<file path="src/rtl/dest_reg_bank.sv">
// Destination register bank behind the 1-to-4 demux: stages the selected lane for one
// cycle, commits it to one of four registers, and exposes read, dirty and count state.
module dest_reg_bank #(
  parameter int WIDTH = 8
) (
  input  logic             clk,
  input  logic             rst,
  input  logic             wr_valid,
  output logic             wr_ready,
  input  logic [1:0]       wr_sel,
  input  logic [WIDTH-1:0] in0,
  input  logic [WIDTH-1:0] in1,
  input  logic [WIDTH-1:0] in2,
  input  logic [WIDTH-1:0] in3,
  input  logic [1:0]       rd_sel,
  output logic [WIDTH-1:0] rd_data,
  output logic [3:0]       dirty,
  input  logic [3:0]       clr_dirty,
  output logic [7:0]       wr_count
);

  typedef enum logic {IDLE, BUSY} state_t;

  state_t           state;
  logic [WIDTH-1:0] regs [4];
  logic [WIDTH-1:0] stage_data;
  logic [1:0]       stage_idx;
  logic [WIDTH-1:0] lane;

  always_comb begin
    // NOTE: default assignment first so every path drives lane and no latch is inferred.
    lane = in0;
    case (wr_sel)
      2'd1:    lane = in1;
      2'd2:    lane = in2;
      2'd3:    lane = in3;
      default: lane = in0;
    endcase
  end

  // NOTE: sequential state uses non-blocking assignments only, so rd_data sees the
  // pre-edge register contents and a same-cycle commit is never bypassed.
  always_ff @(posedge clk) begin
    if (rst) begin
      state      <= IDLE;
      wr_ready   <= 1'b1;
      stage_data <= '0;
      stage_idx  <= '0;
      rd_data    <= '0;
      dirty      <= '0;
      wr_count   <= '0;
      // NOTE: the register file is architecturally visible, so it is reset explicitly;
      // the four entries stay in flops rather than a RAM macro.
      for (int i = 0; i < 4; i++) regs[i] <= '0;
    end else begin
      rd_data <= regs[rd_sel];
      case (state)
        IDLE: begin
          dirty <= dirty & ~clr_dirty;
          if (wr_valid) begin
            stage_data <= lane;
            stage_idx  <= wr_sel;
            state      <= BUSY;
            wr_ready   <= 1'b0;
          end
        end
        BUSY: begin
          // Commit set is OR-ed after the clear so it wins on the same bit.
          regs[stage_idx] <= stage_data;
          dirty           <= (dirty & ~clr_dirty) | (4'b0001 << stage_idx);
          wr_count        <= wr_count + 8'd1;
          state           <= IDLE;
          wr_ready        <= 1'b1;
        end
        default: begin
          state    <= IDLE;
          wr_ready <= 1'b1;
        end
      endcase
    end
  end

endmodule
</file>
<file path="config.mk">
export PLATFORM = sky130hd
export DESIGN_NAME = dest_reg_bank
export DESIGN_NICKNAME = d
export VERILOG_FILES = /design/src/rtl/dest_reg_bank.sv
export SDC_FILE = /design/constraint.sdc
export NUM_CORES = 1
export LEC_CHECK = 0
export CORE_ASPECT_RATIO = 1.2
export CORE_MARGIN = 2
export CORE_UTILIZATION = 44
export DETAILED_ROUTE_END_ITERATION = 10
export GPL_ROUTABILITY_DRIVEN = 0
export HOLD_SLACK_MARGIN = 0.02
export PLACE_DENSITY_LB_ADDON = 0.05
export SETUP_SLACK_MARGIN = 0.02
export SYNTH_ARGS = -nofsm -noshare
export SYNTH_HDL_FRONTEND = slang
export SYNTH_SLANG_ARGS = --single-unit
</file>
<file path="constraint.sdc">
create_clock -name clk -period 1.7 [get_ports clk]
set_input_delay 0.51 -clock clk [delete_from_list [all_inputs] [get_ports clk]]
set_output_delay 0.51 -clock clk [all_outputs]
set_load 0.02 [all_outputs]
</file>
== After elaboration in Yosys (flattened, before gate mapping) ==
Memory sizes are Yosys's and may differ from the RTL's. A register that Yosys moved wholly into a read port is not among the register bits.
Cells that the tools add are included.

* Bits in registers: 24
* RAM bits: 32
* Bits of input ports: 43
* Output and inout bits: 21
* Logic and storage cells: 33
* Memories: 1

* Add/subtract/negate cells: 1
* Equal/unequal tests: 4
* Shifts and indexed selects: 1
* Multiplexer cells: 14
* Bitwise logic cells: 4
* Reduce and logical (&&, ||, !) cells: 2

{| class="wikitable"
|+ Memories
! name !! depth !! bits a word !! read ports !! clocked after Yosys merged registers in !! write ports !! RTL line !! RTL
|-
| regs || 4 || 8 || 1 || 1 || 4 || 25 || <nowiki>logic [WIDTH-1:0] regs [4];</nowiki>
|}

{| class="wikitable"
|+ Operators with widths
! operator !! number
|-
| 8-bit one-hot mux with 3 select lines || 1
|-
| 8-bit by 1-bit adder with 8-bit output (second input constant) || 1
|-
| 1-bit 2-to-1 mux || 8
|-
| 8-bit 2-to-1 mux || 1
|-
| 4-bit one-hot mux with 2 select lines || 1
|-
| 8-bit OR reduction || 1
|-
| 4-bit AND || 1
|-
| 2-bit equality test (second input constant) || 2
|-
| 4-bit NOT || 1
|-
| 4-bit bitwise OR || 1
|-
| 1-bit one-hot mux with 2 select lines || 2
|-
| 1-bit by 2-bit left shift with 4-bit output (first input constant) || 1
|-
| 2-bit by 1-bit equality test with 1-bit output (second input constant) || 1
|-
| 2-bit 2-to-1 mux || 1
|-
| 2-bit != test (second input constant) || 1
|-
| 2-bit AND reduction || 1
|-
| 1-bit NOT || 1
|}

== Logic depth before layout (Yosys ltp) ==
Gate-level depths: netlist of the first run.

* Word-level depth: 5
* Gate-level depth with buffers: 5
* Gate-level depth less buffers: 4

== Worst setup path before layout of the first run ==
No wires, ideal clock.

* Kind: input port to flip-flop
* From: in rst
* To: mem regs[3][0] (enable)
* Setup time: 0.334 ns
* Arrival time: 1.326 ns
* Data required time: 1.366 ns
* Slack: 0.040 ns
* Stages on the path: 3
* Path buffers: 2
* Path through: clkbuf_1 clkbuf_1 nand2b_1

{| class="wikitable"
|+ RTL lines
! what !! RTL line !! RTL
|-
| from (decl) || 7 || <nowiki>input logic rst,</nowiki>
|-
| to (decl) || 25 ||
|}

==> run summary, run 1 <==
Outcome = completed
Leading area contributor after synthesis = edfxtp_1
Clock transition at path regs = 0.07 ns
Max Fclk = 625 MHz
Gr usage total = 17.1%
Max_cap viols = 0
Post-Synth XOR/XNOR Area = 1.30%
Clock Latency Late Sink = 0.33 ns
# port buffers = 63
Synthesized-area fraction occupied by adder cells = 0.463%
Initial antenna violation count = 0
Critical path arrival = 1.82 ns
Top cell type's share of synthesized area = 35.5%
I/O pin cnt = 64
Met1 GRT Util = 20.2%
Seq/Total Area, Yosys = 59.2%
Critical path's largest stage delay = 0.51 ns
Peak supply drop = 0.548 mV
Vias in the first global route = 1845
Worst Setup SP = rd_sel[0]
Layout Skew = 0.00527 ns
Antenna cells = 0
DRT iter0 DRCs = 50
Critical path's top delay family = buffers and inverters
CP max-delay cell = clkdlybuf4s50_1
Routed WL = 4880 µm
CTS tree = yes
CP Cell Sequence = clkdlybuf4s50_1 > buf_12 > mux4_2 > nor2b_1
Synth Cell Area = 2710 µm²
Synthesized Nets = 244
First-pass GRT wire length = 8620 µm
Nets = 326
PD cells = 917 nW/µm²
GR Util met3 = 6.73%
CP Class = primary input to flop
Worst Tran Pin Value = 0.224 ns
Setup_tns = 0 ns
Routed len/inst = 13.2 µm
Synth cell types = 25
Die Y = 89.9 µm
Mux contribution to synthesized area = 17.4%
Initial core utilization = 45.3%
Startpoint types = primary input
Clock Sinks = 64
Largest family of logic cells by synthesized area = multiplexers
Core area = 5970 µm²
GRT Max-Usage Layer = met2
Share of cells above drive strength 1 = 19.2%
DR vias = 1772
Simple logic cell fraction of the synthesized area = 17.4%
FF-to-FF setup slack = 0.36 ns
Worst r2r path cells = 5
Final Slew Violations = 0
Remaining Overflow, GRT = 0
DRC errors left = 0
Leakage = 1.55 nW
Depth of the CTS H-tree = 3
R2r endpoint = wr_count[6]
Mapped Avg Cell Area = 13.5 µm²
Hold WC Path Type = flop to flop
Buf+Inv Stages, Crit Path = 2
Unrepaired setup endpoints after global routing = false
Crit path max fanout = 8
Yosys warning count = 0
Clock buffer count from CTS = 9
Tmin final = 1.60 ns
WP depth = 4
Reg-to-reg critical path startpoint = wr_count[0]
Die W = 75.6 µm
Antenna-violating nets left = 0
Setup violators final = 0
Top post-synthesis cells by area = edfxtp_1 36%, dfxtp_1 24%, mux4_2 13%
Flip-flop and latch count after synthesis = 64
Met2 GRT Util = 27.3%
Detailed placer's ending HPWL = 3790 µm
Final WS setup = 0.0988 ns
Cells after synthesis = 200
TritonRoute pass-1 iters = 4
DR vias/cell = 4.80
Crit. End Element = flop
WP data required = 1.92 ns
DP Worst Slack = -0.257 ns
FP Rows = 31
CP endpoint = rd_data[0]
Area grow syn2layout = 38.7%
Die Area = 6790 µm²
Root buffer selected by CTS = clkbuf_8
Synth Area in Compound Gates = 2.31%
Rel. slew slack = 85.0%
Largest net degree at the start of global routing = 21
Clock Tree Buf Depth = 2
Tcrit/Tclk final = 94.2%
Final Hold Vio Count = 0
final cells by class:
cell class,instances,area [µm²]
Clock buffer,13,169
Timing Repair Buffer,81,786
Fill cell,521,2220
Tap cell,82,103
Inverter,1,3.75
Clock inverter,3,38.8
Sequential cell,64,1600
Multi-Input combinational cell,125,1050
metrics by stage:
| stage | util (%) | cell area, µm² | power [mW] | std cells | hold slack (ns) |
|---|---|---|---|---|---|
| after CTS | 62.9 | 3760 | 3.48 | 369 | 0.451 |
| after global routing | 62.8 | 3750 | 3.60 | 369 | 0.475 |
| after floorplan | - | 2710 | 1.95 | 200 | 0.498 |
| after global placement | 59.8 | 3570 | 2.15 | 353 | 0.434 |
| final | 62.8 | 3750 | 3.44 | 369 | 0.444 |
| after detailed placement | 59.8 | 3570 | 2.16 | 353 | 0.438 |
synthesized netlist by cell type (all sizes together):
library cell,instances
or3,3
clkbuf,5
ha,1
xor2,3
xnor2,1
a21oi,4
nor3b,2
or2,3
o21ai,4
nor2,20
mux4,16
nor3,1
buf,5
nand2,3
nand2b,4
inv,1
edfxtp,32
mux2i,11
and2,32
nor2b,9
dfxtp,32
a21o,3
nand3,1
nand4,4
worst reg2reg max path: cells and delay by family, from the launching register on:
kind                       cells  cell delay (ns)
AOI/OAI and AO/OA              1             0.13
adders and majority gates      1             0.16
and+or+nand+nor                2             0.53
buffers and inverters          1             0.14
DFF                            1             0.32
sequential cells by signal, summed over array words and instances (netlist names):
name / cells
dirty: 4
rd_data: 8
regs: 32
stage_data: 8
stage_idx: 2
state: 1
wr_count: 8
wr_ready: 1
cells in the final DEF (no fill, tap or decap), types with 4 or more instances in the layout:
cell type        netlist  layout
a21oi_1                4       4
and2_1                32      32
buf_12                 0       4
buf_4                  2      14
clkbuf_8               0      12
clkdlybuf4s50_1        0      42
dfxtp_1               32      32
dlygate4sd2_1          0      20
edfxtp_1              32      32
mux2i_1               11      11
mux4_2                16      16
nand2b_1               4       4
nand4_1                4       4
nor2_1                20      20
nor2b_1                9       9
o21ai_0                4       4
how the worst min path moves through the flow:
stage,slack (ns),to,cells past startpoint,startpoint
3_3_place_gp,0.43,dirty[0],1,dirty[0]
2_1_floorplan,0.50,stage_data[0],2,stage_data[0]
6_report,0.44,dirty[0],1,dirty[0]
3_5_place_dp,0.44,dirty[2],1,dirty[2]
4_1_cts,0.45,dirty[0],1,dirty[0]
5_1_grt,0.48,dirty[0],1,dirty[0]
power breakdown:
group / switching, mW / internal [mW]
Clock: 0.542 / 0.791
Combinational: 0.143 / 0.238
Sequential: 0.0375 / 1.69
logic make-up (layout without fill, tap and decap cells):
family	count (synthesis)	count (layout)
simple gates	82	82
fa+ha+maj	1	1
compound gates	11	11
mux	27	27
flops	64	64
xor+xnor	4	4
buf+inv	11	98
timing repair:
action,CTS,global route
setup endpoints to repair,21,1
pin swaps,0,0
gates cloned,0,0
buffers inserted,0,0
hold buffers,0,0
resized for setup,21,2
routing by layer:
layer / up-vias / share of wire, %
li1: 879 / -
met1: 830 / 42
met2: 58 / 52
met3: 5 / 5.7
met4: 0 / 1.2
met5: - / 0
Power figures use the tool's default switching activity.
==> run 2: changes to the inputs <==
Settings changed: ABC_AREA set to 1, CORE_UTILIZATION 44 to 45, GPL_ROUTABILITY_DRIVEN 0 to unset.
==> run 2 against run 1 <==
Synthesized cell count increased by 63%; clock-buffer cell count down 3; flip-flop and latch count did not move; area after synthesis up 2.1%; worst hold slack gained 0.0016 ns; global-route usage grew 2.4 points.
==> run summary, run 2 <==
Max_cap viols = 0 (unchanged)
DRC errors left = 0 (unchanged)
DRT iter0 DRCs = 146 (+190%)
Synth cell types = 23 (-8.0%)
Die Area = 6780 µm² (-0.18%)
PD cells = 981 nW/µm² (+7.0%)
Util after Layout = 64.5% (+1.7 points)
Max reg flops = 32 (unchanged)
DP Worst Slack = -0.165 ns (+0.0925 ns)
Depth of the CTS H-tree = 3 (unchanged)
Clock Tree Buf Depth = 2 (unchanged)
Leading area contributor after synthesis = edfxtp_1
Remaining Overflow, GRT = 0 (unchanged)
Antenna-violating nets left = 0 (unchanged)
Antenna cells = 0 (unchanged)
WP data required = 1.19 ns (-0.73 ns)
Share of cells above drive strength 1 = 11.3% (-7.8 points)
Detailed placer's ending HPWL = 4300 µm (+13%)
Mapped Avg Cell Area = 8.50 µm² (-37%)
Hold_buf cts = 0 (unchanged)
FP Rows = 31 (unchanged)
CP Class = flop to output port
Gr usage total = 19.5% (+2.4 points)
Yosys warning count = 0 (unchanged)
CP max-delay cell = dfxtp_1
Routed WL = 5980 µm (+23%)
First-pass GRT wire length = 10000 µm (+16%)
CTS tree = yes
Final Slew Violations = 0 (unchanged)
Largest net degree at the start of global routing = 21 (unchanged)
Top cell type's share of synthesized area = 34.8% (-0.72 points)
Initial antenna violation count = 0 (unchanged)
Final WS setup = 0.0895 ns (-0.00930 ns)
Async SR Flop Fraction = 0% (unchanged)
Most frequent cells in the layout = 93 x nor2_1, 57 x nand2_1, 42 x clkdlybuf4s50_1
Critical path's top delay family = flip-flops
Critical path's largest stage delay = 0.42 ns (-0.09 ns)
Top reg by flops = regs
Worst Tran Pin Value = 0.444 ns (+0.220 ns)
Outcome = completed
Count leader, synth = nor2_1
Crit. End Element = output port
Hold WC Path Type = flop to flop
Core area = 5970 µm² (unchanged)
Cells after synthesis = 325 (+63%)
Peak supply drop = 0.560 mV (+2.1%)
Top post-synthesis cells by count = 93 x nor2_1, 57 x nand2_1, 32 x dfxtp_1, 32 x edfxtp_1
Buf+Inv Stages, Crit Path = 1 (-1)
Synthesized Nets = 369 (+51%)
# port buffers = 63 (unchanged)
Unrepaired setup endpoints after global routing = false
Root buffer selected by CTS = clkbuf_8
Nets = 454 (+39%)
Max Fclk = 621 MHz (-0.58%)
TritonRoute pass-1 iters = 4 (unchanged)
Tmin final = 1.61 ns (+0.00930 ns)
RePlAce Congestion = 0.796
Startpoint types = flop
Area grow syn2layout = 39.5%
Crit path max fanout = 5 (-3)
Most common cell after layout, fill and taps aside = nor2_1
Final Hold Vio Count = 0 (unchanged)
Rel. slew slack = 70.3% (-15 points)
Routed len/inst = 12.0 µm (-9.0%)
Vias in the first global route = 2205 (+20%)
Flip-flop and latch count after synthesis = 64 (unchanged)
Top post-synthesis cells by area = edfxtp_1 35%, dfxtp_1 23%, nor2_1 13%
EDFF count, synth = 32 (unchanged)
Layout Skew = 0.0177 ns (+0.0124 ns)
Clock Sinks = 64 (unchanged)
Leakage = 1.64 nW (+5.7%)
Clock Latency Late Sink = 0.34 ns (about the same)
Setup violators final = 0 (unchanged)
Tcrit/Tclk final = 94.7% (+0.55 points)
Initial core utilization = 46.2% (+0.94 points)
DR vias = 2309 (+30%)
Clock buffer count from CTS = 9 (unchanged)
Seq/Total Area, Yosys = 58.0% (-1.2 points)
DR vias/cell = 4.65 (-3.3%)
Die Y = 89.8 µm (about the same)
Synth Cell Area = 2760 µm² (+2.1%)
Clock transition at path regs = 0.07 ns (about the same)
FF-to-FF setup slack = 0.45 ns (+0.09 ns)
Die W = 75.5 µm (about the same)
Most used DFF post-synth = edfxtp_1
I/O pin cnt = 64 (unchanged)
CP Cell Sequence = clkdlybuf4s15_1
Critical path arrival = 1.10 ns (-0.72 ns)
## run 2: cell families (layout without fill, tap and decap cells)
kind of cell / count (synthesis) / after routing / share of synthesized area, %
compound gates: 44 / 44 / 8.25
xor+xnor: 3 / 3 / 0.952
fa+ha+maj: 1 / 1 / 0.453
buf+inv: 39 / 129 / 6.52
flops: 64 / 64 / 58.0
simple gates: 174 / 174 / 25.8
## run 2: path summary, 6_finish.rpt
path / start / to / cells past startpoint
setup / recovery: wr_count[4] / wr_count[4] / 1
hold / removal: wr_ready / wr_ready / 2
setup reg to reg: state / stage_data[1] / 6
hold reg to reg: wr_ready / wr_ready / 2
## run 2: power by group
| group | internal, mW | leakage [nW] | switching [mW] |
|---|---|---|---|
| Combinational | 0.207 | 0.922 | 0.221 |
| Clock | 1.02 | 0.127 | 0.607 |
| Sequential | 1.69 | 0.595 | 0.0307 |
## run 2: cell type report
type,count,area [µm²]
inverter,28,105
multi-input combinational,222,980
tap,82,103
timing repair buffer,85,808
fill,534,2120
clock inverter,6,116
sequential,64,1600
clock buffer,10,138
## run 2: timing repair
| item | in CTS | in global routing |
|---|---|---|
| setup buffers | 0 | 0 |
| gates resized for setup | 21 | 1 |
| setup endpoints to repair | 21 | 1 |
## run 2: routing by layer
metal | up-vias | part of all wire (%) | GRT usage (%)
met1 | 1022 | 41 | 23.7
met4 | 0 | 1.5 | 5.70
li1 | 1213 | - | -
met3 | 11 | 5.3 | 5.61
met5 | - | 0 | 0
met2 | 63 | 52 | 32.7
## run 2: per-stage QoR
step	instance area (µm²)	setup TNS [ns]	hold WS [ns]	std cells	power, mW
global placement	3620	-5.09	0.437	481	2.20
CTS	3850	0	0.451	497	3.81
detailed placement	3620	-5.58	0.443	481	2.20
floorplan	2760	0	0.490	325	1.97
global route	3850	0	0.475	497	3.92
finish	3850	0	0.446	497	3.78
